File: config.mk
export PLATFORM = sky130hd
export DESIGN_NAME = fifo_word_packer_flat
export DESIGN_NICKNAME = d
export VERILOG_FILES = /design/src/rtl/fifo_word_packer_if.sv /design/src/rtl/fifo_word_packer.sv /design/src/flat_wrapper.sv
export SDC_FILE = /design/constraint.sdc
export NUM_CORES = 1
export LEC_CHECK = 0
export ABC_AREA = 1
export CORE_MARGIN = 2
export CORE_UTILIZATION = 35
export CTS_BUF_LIST = sky130_fd_sc_hd__clkbuf_8
export CTS_CLUSTER_DIAMETER = 50
export DETAILED_ROUTE_END_ITERATION = 12
export GPL_TIMING_DRIVEN = 0
export PLACE_DENSITY = 0.62
export SLEW_MARGIN = 20
export SYNTH_ARGS = -nofsm -noshare
export SYNTH_HDL_FRONTEND = slang
export SYNTH_SLANG_ARGS = --single-unit
File: constraint.sdc
create_clock -name clk -period 3 [get_ports clk]
set_input_delay 0.6 -clock clk [delete_from_list [all_inputs] [get_ports clk]]
set_output_delay 0.6 -clock clk [all_outputs]
set_load 0.005 [all_outputs]
File: src/rtl/fifo_word_packer_if.sv
// Bundles the FIFO read side and the packed-word output port of fifo_word_packer.
// master is the packer's view; slave is the FIFO/consumer view.
interface fifo_word_packer_if #(
  parameter int in_width = 8,
  parameter int ratio    = 8
);
  localparam int COUNT_W = $clog2(ratio + 1);

  logic                      fifo_empty;
  logic [in_width-1:0]       fifo_rd_data;
  logic                      fifo_pop;
  logic                      flush;
  logic                      out_valid;
  logic                      out_stall;
  logic [in_width*ratio-1:0] out_data;
  logic [COUNT_W-1:0]        out_count;
  logic                      out_last;
  logic                      flush_done;

  modport master (
    input  fifo_empty, fifo_rd_data, flush, out_stall,
    output fifo_pop, out_valid, out_data, out_count, out_last, flush_done
  );

  modport slave (
    output fifo_empty, fifo_rd_data, flush, out_stall,
    input  fifo_pop, out_valid, out_data, out_count, out_last, flush_done
  );
endinterface

File: src/rtl/fifo_word_packer.sv
// Packs `ratio` show-ahead FIFO entries LSB-first into one word; word valid the edge its last entry pops.
// Pops stall only when a completing entry has no free output register; flush emits a tagged partial word.
module fifo_word_packer #(
  parameter int in_width = 8,
  parameter int ratio    = 8
) (
  input  logic                 clk,
  input  logic                 reset,
  fifo_word_packer_if.master   bus
);
  localparam int CNT_W   = $clog2(ratio);
  localparam int COUNT_W = $clog2(ratio + 1);
  localparam logic [CNT_W-1:0] CNT_LAST = CNT_W'(ratio - 1);

  typedef enum logic {RUN, DRAIN} state_e;

  state_e                              state_q, state_d;
  logic [CNT_W-1:0]                    cnt_q, cnt_d;
  logic [ratio-2:0][in_width-1:0]      acc_q, acc_d;
  logic                                out_valid_q, out_valid_d;
  logic [ratio-1:0][in_width-1:0]      out_data_q, out_data_d;
  logic [COUNT_W-1:0]                  out_count_q, out_count_d;
  logic                                out_last_q, out_last_d;
  logic                                flush_done_q, flush_done_d;

  logic cnt_last;
  logic out_free;
  logic pop;

  always_comb begin
    cnt_last = (cnt_q == CNT_LAST);
    out_free = !out_valid_q || !bus.out_stall;
    pop      = !reset && !bus.fifo_empty && !(cnt_last && !out_free);

    state_d      = state_q;
    cnt_d        = cnt_q;
    acc_d        = acc_q;
    out_valid_d  = out_valid_q;
    out_data_d   = out_data_q;
    out_count_d  = out_count_q;
    out_last_d   = out_last_q;
    flush_done_d = 1'b0;

    if (out_valid_q && !bus.out_stall) begin
      out_valid_d = 1'b0;
    end

    // A completing pop may load while the previous word transfers in the same cycle.
    if (pop) begin
      if (!cnt_last) begin
        for (int k = 0; k < ratio - 1; k++) begin
          if (cnt_q == CNT_W'(k)) begin
            acc_d[k] = bus.fifo_rd_data;
          end
        end
        cnt_d = cnt_q + CNT_W'(1);
      end else begin
        out_data_d  = {bus.fifo_rd_data, acc_q};
        out_count_d = COUNT_W'(ratio);
        out_last_d  = 1'b0;
        out_valid_d = 1'b1;
        cnt_d       = '0;
      end
    end

    case (state_q)
      RUN: begin
        if (bus.flush) begin
          state_d = DRAIN;
        end
      end
      DRAIN: begin
        if (bus.fifo_empty && out_free) begin
          if (cnt_q != '0) begin
            for (int k = 0; k < ratio - 1; k++) begin
              out_data_d[k] = (CNT_W'(k) < cnt_q) ? acc_q[k] : '0;
            end
            out_data_d[ratio-1] = '0;
            out_count_d = COUNT_W'(cnt_q);
            out_last_d  = 1'b1;
            out_valid_d = 1'b1;
            cnt_d       = '0;
          end
          flush_done_d = 1'b1;
          state_d      = RUN;
        end
      end
      default: state_d = RUN;
    endcase
  end

  always_ff @(posedge clk) begin
    if (reset) begin
      state_q      <= RUN;
      cnt_q        <= '0;
      acc_q        <= '0;
      out_valid_q  <= 1'b0;
      out_data_q   <= '0;
      out_count_q  <= '0;
      out_last_q   <= 1'b0;
      flush_done_q <= 1'b0;
    end else begin
      state_q      <= state_d;
      cnt_q        <= cnt_d;
      acc_q        <= acc_d;
      out_valid_q  <= out_valid_d;
      out_data_q   <= out_data_d;
      out_count_q  <= out_count_d;
      out_last_q   <= out_last_d;
      flush_done_q <= flush_done_d;
    end
  end

  assign bus.fifo_pop   = pop;
  assign bus.out_valid  = out_valid_q;
  assign bus.out_data   = out_data_q;
  assign bus.out_count  = out_count_q;
  assign bus.out_last   = out_last_q;
  assign bus.flush_done = flush_done_q;
endmodule

File: src/flat_wrapper.sv
// flat-port wrapper written by rule: the top's interface ports become plain ports
module fifo_word_packer_flat 
#(
  parameter int in_width = 8,
  parameter int ratio    = 8
)
  (clk, reset, bus_fifo_empty, bus_fifo_rd_data, bus_flush, bus_out_stall, bus_fifo_pop, bus_out_valid, bus_out_data, bus_out_count, bus_out_last, bus_flush_done);
  fifo_word_packer_if #(.in_width(in_width), .ratio(ratio)) bus_i ();
  input  logic clk;
  input  logic reset;
  input wire logic [$bits(bus_i.fifo_empty)-1:0] bus_fifo_empty;
  input wire logic [$bits(bus_i.fifo_rd_data)-1:0] bus_fifo_rd_data;
  input wire logic [$bits(bus_i.flush)-1:0] bus_flush;
  input wire logic [$bits(bus_i.out_stall)-1:0] bus_out_stall;
  output wire logic [$bits(bus_i.fifo_pop)-1:0] bus_fifo_pop;
  output wire logic [$bits(bus_i.out_valid)-1:0] bus_out_valid;
  output wire logic [$bits(bus_i.out_data)-1:0] bus_out_data;
  output wire logic [$bits(bus_i.out_count)-1:0] bus_out_count;
  output wire logic [$bits(bus_i.out_last)-1:0] bus_out_last;
  output wire logic [$bits(bus_i.flush_done)-1:0] bus_flush_done;
  assign bus_i.fifo_empty = bus_fifo_empty;
  assign bus_i.fifo_rd_data = bus_fifo_rd_data;
  assign bus_i.flush = bus_flush;
  assign bus_i.out_stall = bus_out_stall;
  assign bus_fifo_pop = bus_i.fifo_pop;
  assign bus_out_valid = bus_i.out_valid;
  assign bus_out_data = bus_i.out_data;
  assign bus_out_count = bus_i.out_count;
  assign bus_out_last = bus_i.out_last;
  assign bus_flush_done = bus_i.flush_done;
  fifo_word_packer #(.in_width(in_width), .ratio(ratio)) u_core (.clk(clk), .reset(reset), .bus(bus_i));
endmodule
==> results.py, run 1 <==
metrics = {
    "run_status": {
        "status": "finished, final reports clean",
    },
    "place": {
        "io_buffers": 84,
        "place_congestion": 0.853,
        "dpl_cell_area_um2": 7000,
        "preCtsSetupSlack_ns": -0.253,
        "dpl.hpwl_um": 11600,
        "dp.cells": 1217,
    },
    "setup_path": {
        "startpoint_type": "flop",
        "rrSetupSlack_ns": 0.47,
        "crit_slowest_cell": "clkdlybuf4s50_1",
        "crit_chain": "ha_1, ha_1, buf_2, inv_2, nand2_2, nand2_8, clkdlybuf4s50_1",
        "path_common_cell": "ha_1",
        "path_depth": 7,
        "crit_arrival_ns": 2.27,
        "reg2reg_depth": 10,
        "cp.required_ns": 2.40,
        "critPathMaxFanout": 17,
        "r2r_end": "u_core.bus.out_data[53]$_SDFF_PP0_",
        "cp-end-kind": "primary output",
        "critical_path.top_delay_family": "buffers and inverters",
        "critPathBufInv": 3,
        "max_stage_delay_ns": 0.54,
        "path_class": "flop to primary output",
        "r2r_start": "u_core.cnt_q[0]$_SDFF_PP0_",
    },
    "die": {
        "start_util": 0.356,
        "core_area_um2": 16500,
        "die_height_um": 134,
        "ios": 85,
        "die_w_um": 134,
        "rows": 47,
        "fp.dieArea_um2": 17900,
    },
    "cells_and_area": {
        "instances_no_fill": 1247,
        "fill_cells": 1751,
        "fin_nets": 1035,
        "drive_above_1_share": 0.0623,
        "design_area_um2": 7410,
        "diodes": 0,
        "area_delta_synth_final_pct": 25.9,
    },
    "global_routing": {
        "grt_pass1_vias": 5139,
        "grt_overflow_total": 0,
        "antenna_found_initial": 0,
        "grt_max_degree": 18,
        "grt_use_total": 0.191,
        "grt_pass1_wl_um": 26400,
    },
    "detailed_routing": {
        "drcViolationCount": 0,
        "via_per_inst": 4.52,
        "drt_iter0_drc": 322,
        "ant_nets": 0,
        "dr.pass1.iters": 5,
        "wl_um": 16600,
        "vias": 5634,
        "wl_per_cell_um": 13.3,
    },
    "sta": {
        "max_freq_mhz": 348,
        "worstMarginPinSlew_ns": 0.674,
        "max_slew_margin": 0.550,
        "rsz0062_at_grt": "no",
        "fin_crit_sh": 0.957,
        "finalHoldViolations": 0,
        "min_period_ns": 2.87,
        "clock_skew_ns": 0.0102,
        "fin_ws_ns": 0.129,
        "final_max_slew_viol_count": 0,
        "finalSetupViolations": 0,
    },
    "yosys": {
        "synth_xor_area_frac": 0,
        "syn_area_um2": 5880,
        "ys_seq_elements": 131,
        "synth_flop_cell": "dfxtp_1",
        "synth.net_count": 932,
        "yosysUniqueCellTypes": 24,
        "synth_compound_area_frac": 0.0432,
        "synth_cells": 913,
        "synth_most_common_cell": "nand2_1",
        "synth_top_family_by_area": "simple AND/OR/NAND/NOR gates",
        "yosys.area_share.adder": 0.0128,
        "ys_seq_area_frac": 0.446,
        "yosys.area.top_type": "dfxtp_1",
        "yosysWarnings": 0,
        "synthMuxAreaShare": 0,
        "avgSynthCellArea_um2": 6.45,
        "synth_area_leaders": "dfxtp_1 45%, nand2_1 18%, nor2_1 13%, inv_1 7.0%, nand3_1 3.6%",
        "synth.top_cell.area_share": 0.446,
        "async_flop_share": 0,
        "yosys.area_share.simple": 0.393,
        "synth_enable_flop_cells": 0,
        "yosys-top-cells-count": "283 x nand2_1, 210 x nor2_1, 131 x dfxtp_1",
    },
    "clock_tree": {
        "cts_buffers": 17,
        "cts_tree": "yes",
        "ctsRootBufferMaster": "clkbuf_8",
        "cts.path.max_buffers": 2,
        "htree_num_levels": 4,
        "clk_pin_slew_ns": 0.07,
        "hold_buffers": 0,
        "cts.sinks": 131,
        "clock_latency_ns": 0.45,
    },
    "power": {
        "p_leak_nw": 3.50,
        "ir_worst_vdd_mv": 0.300,
        "power_mw": 3.69,
        "power_density_nw_per_um2": 497,
    },
    "hold_path": {
        "min_to": "u_core.bus.out_data[25]$_SDFF_PP0_",
        "hold_start": "u_core.acc_q[25]$_SDFFE_PP0P_",
        "hold_class": "flop to flop",
        "hold_depth": 2,
    },
    "flow_run": {
        "drv_cap": 0,
    },
}
-- what timing repair did --
item / in CTS / in global routing
buffers inserted: 1 / 0
gates resized for setup: 1 / 2
setup endpoints to repair: 1 / 1
pin swaps: 1 / 0
-- worst max-delay path by stage --
stage,start,end,slack [ns]
2_1_floorplan,u_core.cnt_q[1]$_SDFF_PP0_,bus_fifo_pop,1.06
3_3_place_gp,reset,bus_fifo_pop,-0.22
3_5_place_dp,reset,bus_fifo_pop,-0.25
4_1_cts,u_core.cnt_q[1]$_SDFF_PP0_,bus_fifo_pop,0.004
5_1_grt,u_core.cnt_q[1]$_SDFF_PP0_,bus_fifo_pop,0.004
6_report,u_core.cnt_q[1]$_SDFF_PP0_,bus_fifo_pop,0.13
-- per-layer routing --
layer  part of all wire  track usage
met5                  0            0
met4              0.019       0.0662
met3              0.051       0.0502
met2               0.45        0.301
met1               0.48        0.255
-- flip-flops by register name (all words and copies together), names as in the netlist --
register,count
u_core.state_q,1
u_core.bus.out_count,4
u_core.bus.flush_done,1
u_core.acc_q,56
u_core.cnt_q,3
u_core.bus.out_last,1
u_core.bus.out_valid,1
u_core.bus.out_data,64
-- through the flow --
stage	TNS, ns	hold slack (ns)	utilization
after global routing	0	0.485	0.448
after floorplan	0	0.426	-
after CTS	0	0.454	0.448
after detailed placement	-0.253	0.441	0.424
final	0	0.454	0.448
after global placement	-0.219	0.433	0.424
-- layout by cell type (no fill, tap or decap), types with 4 or more instances in the layout --
master	instances
ha_1	6
clkbuf_1	13
nand4_1	10
buf_2	17
nor3_1	10
nor2_1	210
nand2_1	283
dfxtp_1	131
nor2_2	4
buf_1	5
clkdlybuf4s50_1	84
a21oi_1	12
clkbuf_8	20
nand3b_1	4
nand2_2	4
nand3_1	42
inv_1	113
o21ai_0	36
-- area by class of cell --
class                      count  area [um^2]  area share
buffer                        39          190      0.0257
clock buffer                  20          275      0.0371
clock inverter                10          119      0.0160
inverter                     113          424      0.0572
multi-input combinational    629         2660       0.358
sequential                   131         2620       0.354
tap                          220          275      0.0371
timing repair buffer          85          848       0.114
-- worst min-delay path, cell delays in order, from the launching register on --
cell	delay, ns
dfxtp_1	0.31
nand2_1	0.06
nand2_1	0.05
-- cell families after synthesis --
group	Yosys count
buffers and inverters	153
adder cells (fa/ha/maj)	6
AND/OR/NAND/NOR	573
flip-flops	131
AO/OA/AOI/OAI	50
-- where the power goes --
| part | switching, mW | leakage, nW | total [mW] | internal (mW) |
|---|---|---|---|---|
| registers | 0.0233 | 1.06 | 1.81 | 1.78 |
| logic | 0.219 | 2.22 | 0.342 | 0.123 |
| clock network | 0.675 | 0.221 | 1.54 | 0.861 |
Power figures use the tool's default switching activity.
==> run 2: changes to the inputs <==
==> constraint.sdc (replaced) <==
create_clock -name clk -period 2.9 [get_ports clk]
set_input_delay 0.58 -clock clk [delete_from_list [all_inputs] [get_ports clk]]
set_output_delay 0.58 -clock clk [all_outputs]
set_load 0.005 [all_outputs]
==> results.py, run 2 (synthesis results as in run 1) <==
metrics = {
    "setup_path": {
        "max_stage_delay_ns": 0.52,
        "crit_slowest_cell": "clkdlybuf4s50_1",
        "startpoint_type": "flop",
        "path_class": "flop to primary output",
        "critPathMaxFanout": 7,
        "crit_arrival_ns": 2.19,
        "cp.required_ns": 2.32,
        "crit_chain": "ha_2, ha_1, buf_2, inv_2, nand2_2, nand2_8, clkdlybuf4s50_1",
        "cp-end-kind": "primary output",
    },
    "die": {
        "fp.dieArea_um2": 17900,
        "ios": 85,
        "die_height_um": 134,
        "core_area_um2": 16500,
        "start_util": 0.356,
        "rows": 47,
        "die_w_um": 134,
    },
    "cells_and_area": {
        "fin_nets": 1040,
        "area_delta_synth_final_pct": 26.6,
        "multiInputGateArea_um2": 2660,
        "most-common-layout-cells": "283 x nand2_1, 210 x nor2_1, 131 x dfxtp_1, 113 x inv_1, 84 x clkdlybuf4s50_1",
        "largest_reg_flops": 64,
        "drive_above_1_share": 0.0678,
        "fill_cells": 1746,
        "layout_commonest_cell": "nand2_1",
        "design_area_um2": 7450,
        "final-seq-area_um2": 2620,
        "diodes": 0,
    },
    "global_routing": {
        "grt_overflow_total": 0,
        "antenna_found_initial": 0,
        "grt_pass1_vias": 5143,
        "grt_max_degree": 18,
        "grt_use_total": 0.191,
        "grt_pass1_wl_um": 26400,
    },
    "clock_tree": {
        "cts_buffers": 17,
        "clock_latency_ns": 0.46,
        "cts_tree": "yes",
        "ctsRootBufferMaster": "clkbuf_8",
        "htree_num_levels": 4,
        "cts.path.max_buffers": 2,
        "hold_buffers": 0,
        "cts.sinks": 131,
        "clk_pin_slew_ns": 0.07,
    },
    "place": {
        "dpl.hpwl_um": 11600,
        "preCtsSetupSlack_ns": -0.313,
        "io_buffers": 84,
        "dpl_cell_area_um2": 7000,
        "place_congestion": 0.853,
    },
    "sta": {
        "fin_crit_sh": 0.957,
        "max_freq_mhz": 360,
        "max_slew_margin": 0.545,
        "rsz0062_at_grt": "no",
        "fin_ws_ns": 0.125,
        "clock_skew_ns": 0.00968,
        "worstMarginPinSlew_ns": 0.683,
        "setup_tns_ns": 0,
        "finalSetupViolations": 0,
        "min_period_ns": 2.77,
        "final_max_slew_viol_count": 0,
        "finalHoldWorstSlack_ns": 0.453,
        "finalHoldViolations": 0,
    },
    "detailed_routing": {
        "wl_um": 16700,
        "dr.pass1.iters": 5,
        "vias": 5690,
        "ant_nets": 0,
        "wl_per_cell_um": 13.3,
        "drcViolationCount": 0,
        "drt_iter0_drc": 284,
        "via_per_inst": 4.54,
    },
    "power": {
        "switching_share": 0.249,
        "combPwrFrac": 0.095,
        "seq_power_share": 0.489,
        "p_switching_mw": 0.951,
        "power_density_nw_per_um2": 513,
        "p_leak_nw": 3.53,
        "internal_power_mw": 2.87,
        "ir_worst_vdd_mv": 0.310,
        "power_mw": 3.82,
        "p_clk_frac": 0.416,
    },
    "hold_path": {
        "hold_class": "flop to flop",
    },
    "run_status": {
        "status": "finished, final reports clean",
    },
    "flow_run": {
        "drv_cap": 0,
    },
}
run 2: per-stage QoR:
step / utilization / instances
after floorplan: - / 913
after global placement: 0.424 / 1217
after detailed placement: 0.424 / 1217
after CTS: 0.448 / 1247
after global routing: 0.451 / 1252
final: 0.451 / 1252
run 2: repair_timing:
item	CTS	global route
setup buffers	1	5
gates resized for setup	3	1
pin swaps	1	1
endpoints found under the setup margin	1	1
endpoints found under the hold margin	0	0
run 2: worst paths after layout:
| path | slack [ns] | end | startpoint | cells after the start |
|---|---|---|---|---|
| min reg2reg | 0.45 | u_core.bus.out_data[25]$_SDFF_PP0_ | u_core.acc_q[25]$_SDFFE_PP0P_ | 2 |
| max reg2reg | 0.36 | u_core.bus.out_data[53]$_SDFF_PP0_ | u_core.cnt_q[0]$_SDFF_PP0_ | 10 |
| max | 0.13 | bus_fifo_pop | u_core.cnt_q[1]$_SDFF_PP0_ | 7 |
| min | 0.45 | u_core.bus.out_data[25]$_SDFF_PP0_ | u_core.acc_q[25]$_SDFFE_PP0P_ | 2 |
run 2: final cells by class:
class	count	area share
multi-input combinational	629	0.357
sequential	131	0.352
timing repair buffer	90	0.119
inverter	113	0.0569
clock buffer	20	0.0369
tap	220	0.0369
buffer	39	0.0255
clock inverter	10	0.0160
run 2: worst max-delay path: cells and delay by family (launching register included):
family / cells / cell delay (ns)
adders and majority gates: 2 / 0.37
DFF: 1 / 0.35
and+or+nand+nor: 2 / 0.24
buffers and inverters: 3 / 0.79
run 2: routing by layer:
| metal | wire (um) | track usage | vias to the layer above |
|---|---|---|---|
| li1 | - | - | 2966 |
| met1 | 7810 | 0.255 | 2549 |
| met2 | 7500 | 0.301 | 147 |
| met3 | 1020 | 0.0502 | 28 |
| met4 | 324 | 0.0662 | 0 |
| met5 | 0 | 0 | - |
run 2: power groups by stage:
stage	combinational [mW]	sequential, mW	clock, mW
floorplan	0.194	1.91	0
finish	0.363	1.87	1.59
global placement	0.348	1.91	0
CTS	0.354	1.87	1.61
global route	0.401	1.87	1.69
detailed placement	0.349	1.91	0
